### src/rtl/fsm_onehot.sv
`default_nettype none
// ============================================================================
// Module      : fsm_onehot
// Description : Ten-state one-hot Moore decoder (combinational) plus a
//               registered state holder that reuses the same decoder.
// Revision    : 1.0  initial release
// ============================================================================
module fsm_onehot (
    input  logic       clk,
    input  logic       reset,
    input  logic       in,
    input  logic [9:0] state,
    output logic [9:0] next_state,
    output logic       out1,
    output logic       out2,
    output logic [9:0] cur_state,
    output logic       cur_out1,
    output logic       cur_out2
);

    localparam logic [9:0] c_S0 = 10'h001;

    // Bitwise sum-of-products: a non-one-hot vector yields the OR of the
    // contributions of every set bit, which downstream checkers rely on.
    function automatic logic [9:0] f_next(input logic [9:0] s, input logic b);
        logic [9:0] n;
        n[0] = ~b & (s[0] | s[1] | s[2] | s[3] | s[4] | s[7] | s[8] | s[9]);
        n[1] =  b & (s[0] | s[8] | s[9]);
        n[2] =  b & s[1];
        n[3] =  b & s[2];
        n[4] =  b & s[3];
        n[5] =  b & s[4];
        n[6] =  b & s[5];
        n[7] =  b & (s[6] | s[7]);
        n[8] = ~b & s[5];
        n[9] = ~b & s[6];
        return n;
    endfunction

    logic [9:0] r_state;
    logic [9:0] w_cur_next;

    always_comb begin
        next_state = f_next(state, in);
        out1       = state[8] | state[9];
        out2       = state[7] | state[9];
    end

    always_comb begin
        w_cur_next = f_next(r_state, in);
    end

    always_ff @(posedge clk) begin
        if (reset) begin
            r_state <= c_S0;
        end else begin
            r_state <= w_cur_next;
        end
    end

    always_comb begin
        cur_state = r_state;
        cur_out1  = r_state[8] | r_state[9];
        cur_out2  = r_state[7] | r_state[9];
    end

endmodule
`default_nettype wire

### config.mk
export PLATFORM = sky130hd
export DESIGN_NAME = fsm_onehot
export DESIGN_NICKNAME = d
export VERILOG_FILES = /design/src/rtl/fsm_onehot.sv
export SDC_FILE = /design/constraint.sdc
export NUM_CORES = 1
export LEC_CHECK = 0
export ABC_AREA = 1
export CAP_MARGIN = 40
export CORE_MARGIN = 3
export CORE_UTILIZATION = 31
export CTS_CLUSTER_DIAMETER = 40
export DETAILED_ROUTE_END_ITERATION = 16
export GPL_TIMING_DRIVEN = 0
export PLACE_DENSITY = 0.81
export SYNTH_ARGS = -nofsm -noshare
export SYNTH_HDL_FRONTEND = slang
export SYNTH_SLANG_ARGS = --single-unit
### constraint.sdc
create_clock -name clk -period 0.9 [get_ports clk]
set_input_delay 0.225 -clock clk [delete_from_list [all_inputs] [get_ports clk]]
set_output_delay 0.225 -clock clk [all_outputs]
set_load 0.1 [all_outputs]
==> metrics.yaml, run 1 <==
synthesis:
  syn_avg_cell_area_um2: 6.51
  synth.top_cell.area_share_pct: 44.0
  yosysSeqAreaShare_pct: 44.0
  synth-seq-cells: 10
  synth_warnings: 0
  ys_top_cells_by_area: "dfxtp_1 44%, nor2_1 21%, inv_1 9.9%, nand2_1 9.1%, nor2_2 2.7%"
  synth_area_um2: 455
  ys_types: 12
  synth_top_area_cell: "dfxtp_1"
  synth_cells: 70
  syn-num-nets: 83
status:
  outcome: "stopped before the end"
  stop_stage: "detailed placement (3_5_place_dp)"
  error: "[ERROR DPL-0038] Utilization greater than 100%, impossible to legalize"
placed_design:
  io_buffers: 36
  globalplace.congestion: 0.716
floorplan:
  die_w_um: 44.3
  io_pins: 37
  fp.dieH_um: 44.3
  fp-row-count: 13
  start_util_pct: 34.1
[synth_stat cells, drive strengths merged]
cell type  instances
dfxtp             10
nand3              1
nor2              28
buf                1
nand2             13
inv               14
or2                2
nor3               1
[cells by family after synthesis]
group / count (synthesis) / share of synthesized area, %
buf+inv: 15 / 14.0
flops: 10 / 44.0
simple gates: 45 / 42.0
[metrics by stage]
step,setup WS [ns],instance area [um2],TNS (ns)
2_1_floorplan,-0.417,633,-2.63
3_3_place_gp,-1.66,1010,-31.41
==> run 2: changes to the inputs <==
- CORE_AREA: unset -> 3 3 64 66
- CORE_MARGIN: 3 -> unset
- CORE_UTILIZATION: 31 -> unset
- CTS_CLUSTER_DIAMETER: 40 -> unset
- DIE_AREA: unset -> 0 0 67 69
- PLACE_DENSITY: 0.81 -> unset
- PLACE_DENSITY_LB_ADDON: unset -> 0.15
==> metrics.yaml, run 2 <==
placed_design:
  dp.cells: 178
  io_buffers: 36  # unchanged
  globalplace.congestion: 0.659  # -7.9%
  dp_hpwl_um: 1500
grt:
  grt_pass1_wl_um: 3300
  grt_overflow: 0
  antenna_found_initial: 0
  grt_usage_pct: 9.49
  grt_pass1_vias: 706
  grt_max_degree: 7
status:
  outcome: "finished, violations left"
  violations: "setup timing"
route:
  drc: 0
  routedWlPerCell_um: 10.8
  drt-total-wl_um: 1940
  drt_pre_antenna_iters: 1
  via_count: 645
  ant_nets: 0
  drt_iter0_drc: 0
  via_per_inst: 3.60
cells_and_area:
  fin_cells: 179
  nFillCells: 360
  layout.cells.most_common_list: "25 x buf_12, 11 x nor2_1, 11 x buf_6, 10 x dfxtp_4"
  final_common_cell: "buf_12"
  synthToLayoutAreaGrowth_pct: 251
  largest_reg_flops: 10
  diodes: 0
  drive_gt1_share_pct: 82.4
  final_nets: 145
timing:
  holdWs_ns: 0.299
  setup_ws_ns: -0.337
  timing.fmax_mhz: 809
  setup_violations: 25
  fin_crit_ns: 1.24
  slew_headroom_pct: 83.2
  slew_violations: 0
  hold_violations: 0
  rsz0062_at_grt: "true"
  worst_slew_pin_slew_ns: 0.252
  clock_skew_ns: 0.00156
  finalCritPeriodShare_pct: 137
  tns_ns: -4.92
synthesis:
  synth-edff-count: 0  # unchanged
  synth_commonest_cells: "26 x nor2_1, 12 x inv_1, 11 x nand2_1"
  ys_top_cells_by_area: "dfxtp_1 44%, nor2_1 21%, inv_1 9.9%, nand2_1 9.1%, nor2_2 2.7%"
  synthArstFlopShare_pct: 0  # unchanged
  synth_cells: 70  # unchanged
  yosysSeqAreaShare_pct: 44.0  # unchanged
  synth-seq-cells: 10  # unchanged
  synth_flop_cell: "dfxtp_1"
  synth_top_area_cell: "dfxtp_1"
  ys_types: 12  # unchanged
  syn_avg_cell_area_um2: 6.51  # unchanged
  synth_area_um2: 455  # unchanged
  syn-num-nets: 83  # unchanged
  synth.top_cell.area_share_pct: 44.0  # unchanged
  synth_warnings: 0  # unchanged
  yosysMostFrequentCell: "nor2_1"
critical_path:
  worstSetupPathType: "in2out"
  worstPathMaxFanout: 3
  cp.required_ns: 0.67
  end_kind: "output port"
  worstPathArrival_ns: 1.01
  ff2ff_setup_slack_ns: -0.09
  start_kind: "input pin"
clock_network:
  clkSinkCount: 10
  htree_levels: 1
  cts_tree: "yes"
  numCtsBuffers: 3
  clock-root-buffer: "clkbuf_8"
  cts.clk_slew.worst_paths_ns: 0.05
  clock_latency_ns: 0.24
  clock_path_buffers: 2
flow_run:
  cap_violations: 0
floorplan:
  die_w_um: 67  # +51%
  fp.dieH_um: 69  # +56%
  fp-row-count: 22  # +9
  io_pins: 37  # unchanged
  start_util_pct: 12.5  # -22 points
  dieArea_um2: 4620
  coreArea_um2: 3630
power:
  power_w: 0.00175
  p_leak_nw: 0.683
  powerDensity_nw_per_um2: 1090
  peakVddDrop_v: 0.000747
worst_hold_path:
  worstHoldPathType: "in2reg"
[run 2: cells by family after synthesis]
family                 synth area share [%]
buffers and inverters                  14.0
AND/OR/NAND/NOR                        42.0
flip-flops                             44.0
[run 2: final timing paths]
kind                           start                       to  cells past startpoint
max                               in            next_state[6]                      7
min                               in  cur_state[8]$_SDFF_PP0_                      3
max reg2reg  cur_state[9]$_SDFF_PP0_  cur_state[0]$_SDFF_PP1_                      6
min reg2reg  cur_state[5]$_SDFF_PP0_  cur_state[6]$_SDFF_PP0_                      2
[run 2: area by class of cell]
cell class | count | area (um2) | area share [%]
plain buffers | 1 | 20.0 | 1.25
clock buffers | 4 | 55.1 | 3.44
flip-flops and latches | 10 | 238 | 14.9
well taps | 48 | 60.1 | 3.75
repair buffers | 57 | 832 | 52.0
inverters | 14 | 78.8 | 4.93
multi-input cells | 45 | 317 | 19.8
[run 2: report_power, final]
part           switching, W  total (W)  internal [W]
clock network      0.000182   0.000567      0.000385
registers         0.0000108   0.000440      0.000429
logic              0.000435   0.000742      0.000307
total              0.000628    0.00175       0.00112
[run 2: critical path, cell delays in order]
cell and delay [ns]:
buf_12 0.10, buf_12 0.11, buf_12 0.12, buf_6 0.11, nand2_4 0.05, clkinvlp_4 0.10
buf_16 0.18
[run 2: through the flow]
stage	instance area (um2)	utilization [%]	setup slack (ns)
after floorplan	633	-	-0.417
after global routing	1600	44.0	-0.370
after CTS	1600	44.1	-0.342
after global placement	1050	29.0	-1.69
final	1600	44.0	-0.337
after detailed placement	1450	39.9	-1.31
[run 2: metal layers]
| metal | GRT usage (%) | wire, um | up-vias |
|---|---|---|---|
| met2 | 15.1 | 1050 | 14 |
| met4 | 4.05 | 30 | 0 |
| met5 | 0 | 0 | - |
| met3 | 2.93 | 66 | 2 |
| li1 | - | - | 326 |
| met1 | 11.5 | 789 | 303 |
[run 2: timing repair]
item	in CTS	in global routing
gates resized for setup	110	9
hold buffers	0	0
buffers inserted	16	1
cloned	0	0
pin swaps	14	9
setup endpoints to repair	32	25
No activity file was read; power rests on OpenSTA's default activity.
==> run 3: changes to the inputs <==
- CORE_AREA: 3 3 64 66 -> 2 2 63 65
- DIE_AREA: 0 0 67 69 -> 0 0 65 67
- GPL_TIMING_DRIVEN: 0 -> unset
==> metrics.yaml, run 3 (same netlist as run 2, synthesis figures left out) <==
clock_network:
  cts_tree: "yes"
  numCtsBuffers: 3  # unchanged
  htree_levels: 1  # unchanged
  clock_path_buffers: 2  # unchanged
  clock_latency_ns: 0.24  # about the same
  clkSinkCount: 10  # unchanged
  clock-root-buffer: "clkbuf_8"
  ctsHoldBuffers: 0  # unchanged
  cts.clk_slew.worst_paths_ns: 0.05  # about the same
critical_path:
  worstPathArrival_ns: 1.01  # about the same
  worstPathMaxFanout: 3  # unchanged
  start_kind: "register"
  worstSetupPathType: "reg2out"
  cp.required_ns: 0.67  # about the same
  end_kind: "output port"
power:
  p_sw_w: 0.000618  # -1.5%
  p_int_w: 0.00104  # -7.4%
  pwr-share-seq_pct: 26.6  # +1.5 points
  peakVddDrop_v: 0.000441  # -41%
  switching_share_pct: 37.3  # +1.4 points
  p_leak_nw: 0.682  # about the same
  clockPowerShare_pct: 28.6  # -3.8 points
  powerDensity_nw_per_um2: 1030  # -5.4%
  comb_power_share_pct: 44.8  # +2.4 points
floorplan:
  coreArea_um2: 3610  # -0.76%
  io_pins: 37  # unchanged
  die_w_um: 65  # -3.0%
  dieArea_um2: 4360  # -5.8%
  fp.dieH_um: 67  # -2.9%
  start_util_pct: 12.6  # +0.096 points
  fp-row-count: 22  # unchanged
cells_and_area:
  final_cell_area_um2: 1600  # +0.16%
  final_common_cell: "buf_12"
  layout.cells.most_common_list: "26 x buf_12, 16 x buf_4, 11 x nor2_4, 11 x buf_6, 10 x nor2_1"
  diodes: 0  # unchanged
  synthToLayoutAreaGrowth_pct: 252
  largest_reg_flops: 10  # unchanged
  final_nets: 147  # +1.4%
  drive_gt1_share_pct: 83.5  # +1.0 points
timing:
  clock_skew_ns: 0.0115  # +0.00997 ns
  holdWs_ns: 0.443  # +0.144 ns
  hold_violations: 0  # unchanged
  worst_slew_pin_slew_ns: 0.167  # -0.0855 ns
  fin_crit_ns: 1.23  # -0.00221 ns
  timing.fmax_mhz: 810  # +0.18%
  setup_ws_ns: -0.335  # +0.00221 ns
  slew_violations: 0  # unchanged
  tns_ns: -3.27  # +1.65 ns
  finalCritPeriodShare_pct: 137  # -0.25 points
  setup_violations: 25  # unchanged
  slew_headroom_pct: 88.9  # +5.7 points
  rsz0062_at_grt: "true"
grt:
  antenna_found_initial: 0  # unchanged
  grt_usage_pct: 8.80  # -0.69 points
  grt_overflow: 0  # unchanged
  grt_pass1_vias: 709  # +0.42%
  grt_max_degree: 7  # unchanged
  grt_pass1_wl_um: 2900  # -12%
status:
  violations: "setup timing"
  outcome: "finished, violations left"
placed_design:
  dp_hpwl_um: 1250  # -16%
  io_buffers: 36  # unchanged
  globalplace.congestion: 0.761  # +15%
  dpl_cell_area_um2: 1390  # -4.1%
worst_hold_path:
  worstHoldPathType: "in2reg"
route:
  drt-total-wl_um: 1710  # -12%
  drc: 0  # unchanged
  via_count: 642  # -0.47%
  ant_nets: 0  # unchanged
  drt_iter0_drc: 3  # +3
  drt_pre_antenna_iters: 3  # +2
  routedWlPerCell_um: 9.42  # -13%
  via_per_inst: 3.55  # -1.6%
flow_run:
  cap_violations: 0  # unchanged
run 3: repair_timing:
| action | 4_1_cts | 5_1_grt |
|---|---|---|
| gates cloned | 1 | 0 |
| resized for setup | 74 | 5 |
| setup buffers | 8 | 2 |
| pin swaps | 18 | 7 |
| setup endpoints to repair | 34 | 25 |
run 3: layout make-up:
class,instances,area [um2]
multi-input cells,45,337
clock inverters,1,3.75
well taps,48,60.1
clock buffers,3,41.3
flip-flops and latches,10,235
inverters,14,78.8
fillers,357,2000
repair buffers,60,847
run 3: path summary, 6_finish.rpt:
| check | start | end | slack (ns) | cells past startpoint |
|---|---|---|---|---|
| min reg2reg | cur_state[2]$_SDFF_PP0_ | cur_state[3]$_SDFF_PP0_ | 0.49 | 2 |
| min | in | cur_state[8]$_SDFF_PP0_ | 0.44 | 4 |
| max reg2reg | cur_state[9]$_SDFF_PP0_ | cur_state[0]$_SDFF_PP1_ | -0.06 | 6 |
| max | cur_state[9]$_SDFF_PP0_ | cur_out1 | -0.33 | 2 |
run 3: worst max-delay path, cell delays in order, from the launching register on:
cell and delay, ns:
dfxtp_4 0.35, or2_4 0.26, buf_12 0.17
run 3: power by group through the flow:
stage	clock network, W	registers (W)	logic [W]
floorplan	0	0.000508	0.000332
finish	0.000473	0.000441	0.000742
CTS	0.000485	0.000440	0.000745
global placement	0	0.000452	0.000682
detailed placement	0	0.000452	0.000683
global route	0.000514	0.000442	0.000769
run 3: routing by layer:
layer / up-vias / share of wire (%) / GRT usage (%)
met1: 289 / 34 / 7.57
li1: 324 / - / -
met3: 2 / 12 / 4.56
met4: 0 / 0.82 / 3.99
met2: 27 / 54 / 16.8
met5: - / 0 / 0
run 3: per-stage QoR:
| stage | power (W) | worst slack (ns) | utilization (%) | std cells |
|---|---|---|---|---|
| after global routing | 0.00173 | -0.362 | 44.4 | 181 |
| after floorplan | 0.000840 | -0.417 | - | 70 |
| after CTS | 0.00167 | -0.327 | 43.8 | 179 |
| final | 0.00166 | -0.335 | 44.4 | 181 |
| after global placement | 0.00113 | -0.577 | 38.6 | 167 |
| after detailed placement | 0.00113 | -0.590 | 38.6 | 167 |
==> run 4: changes to the inputs <==
- HOLD_SLACK_MARGIN: unset -> 0.03
==> results of run 4 <==
Same layout as run 3: the final DEF is identical, and so are final timing and power.
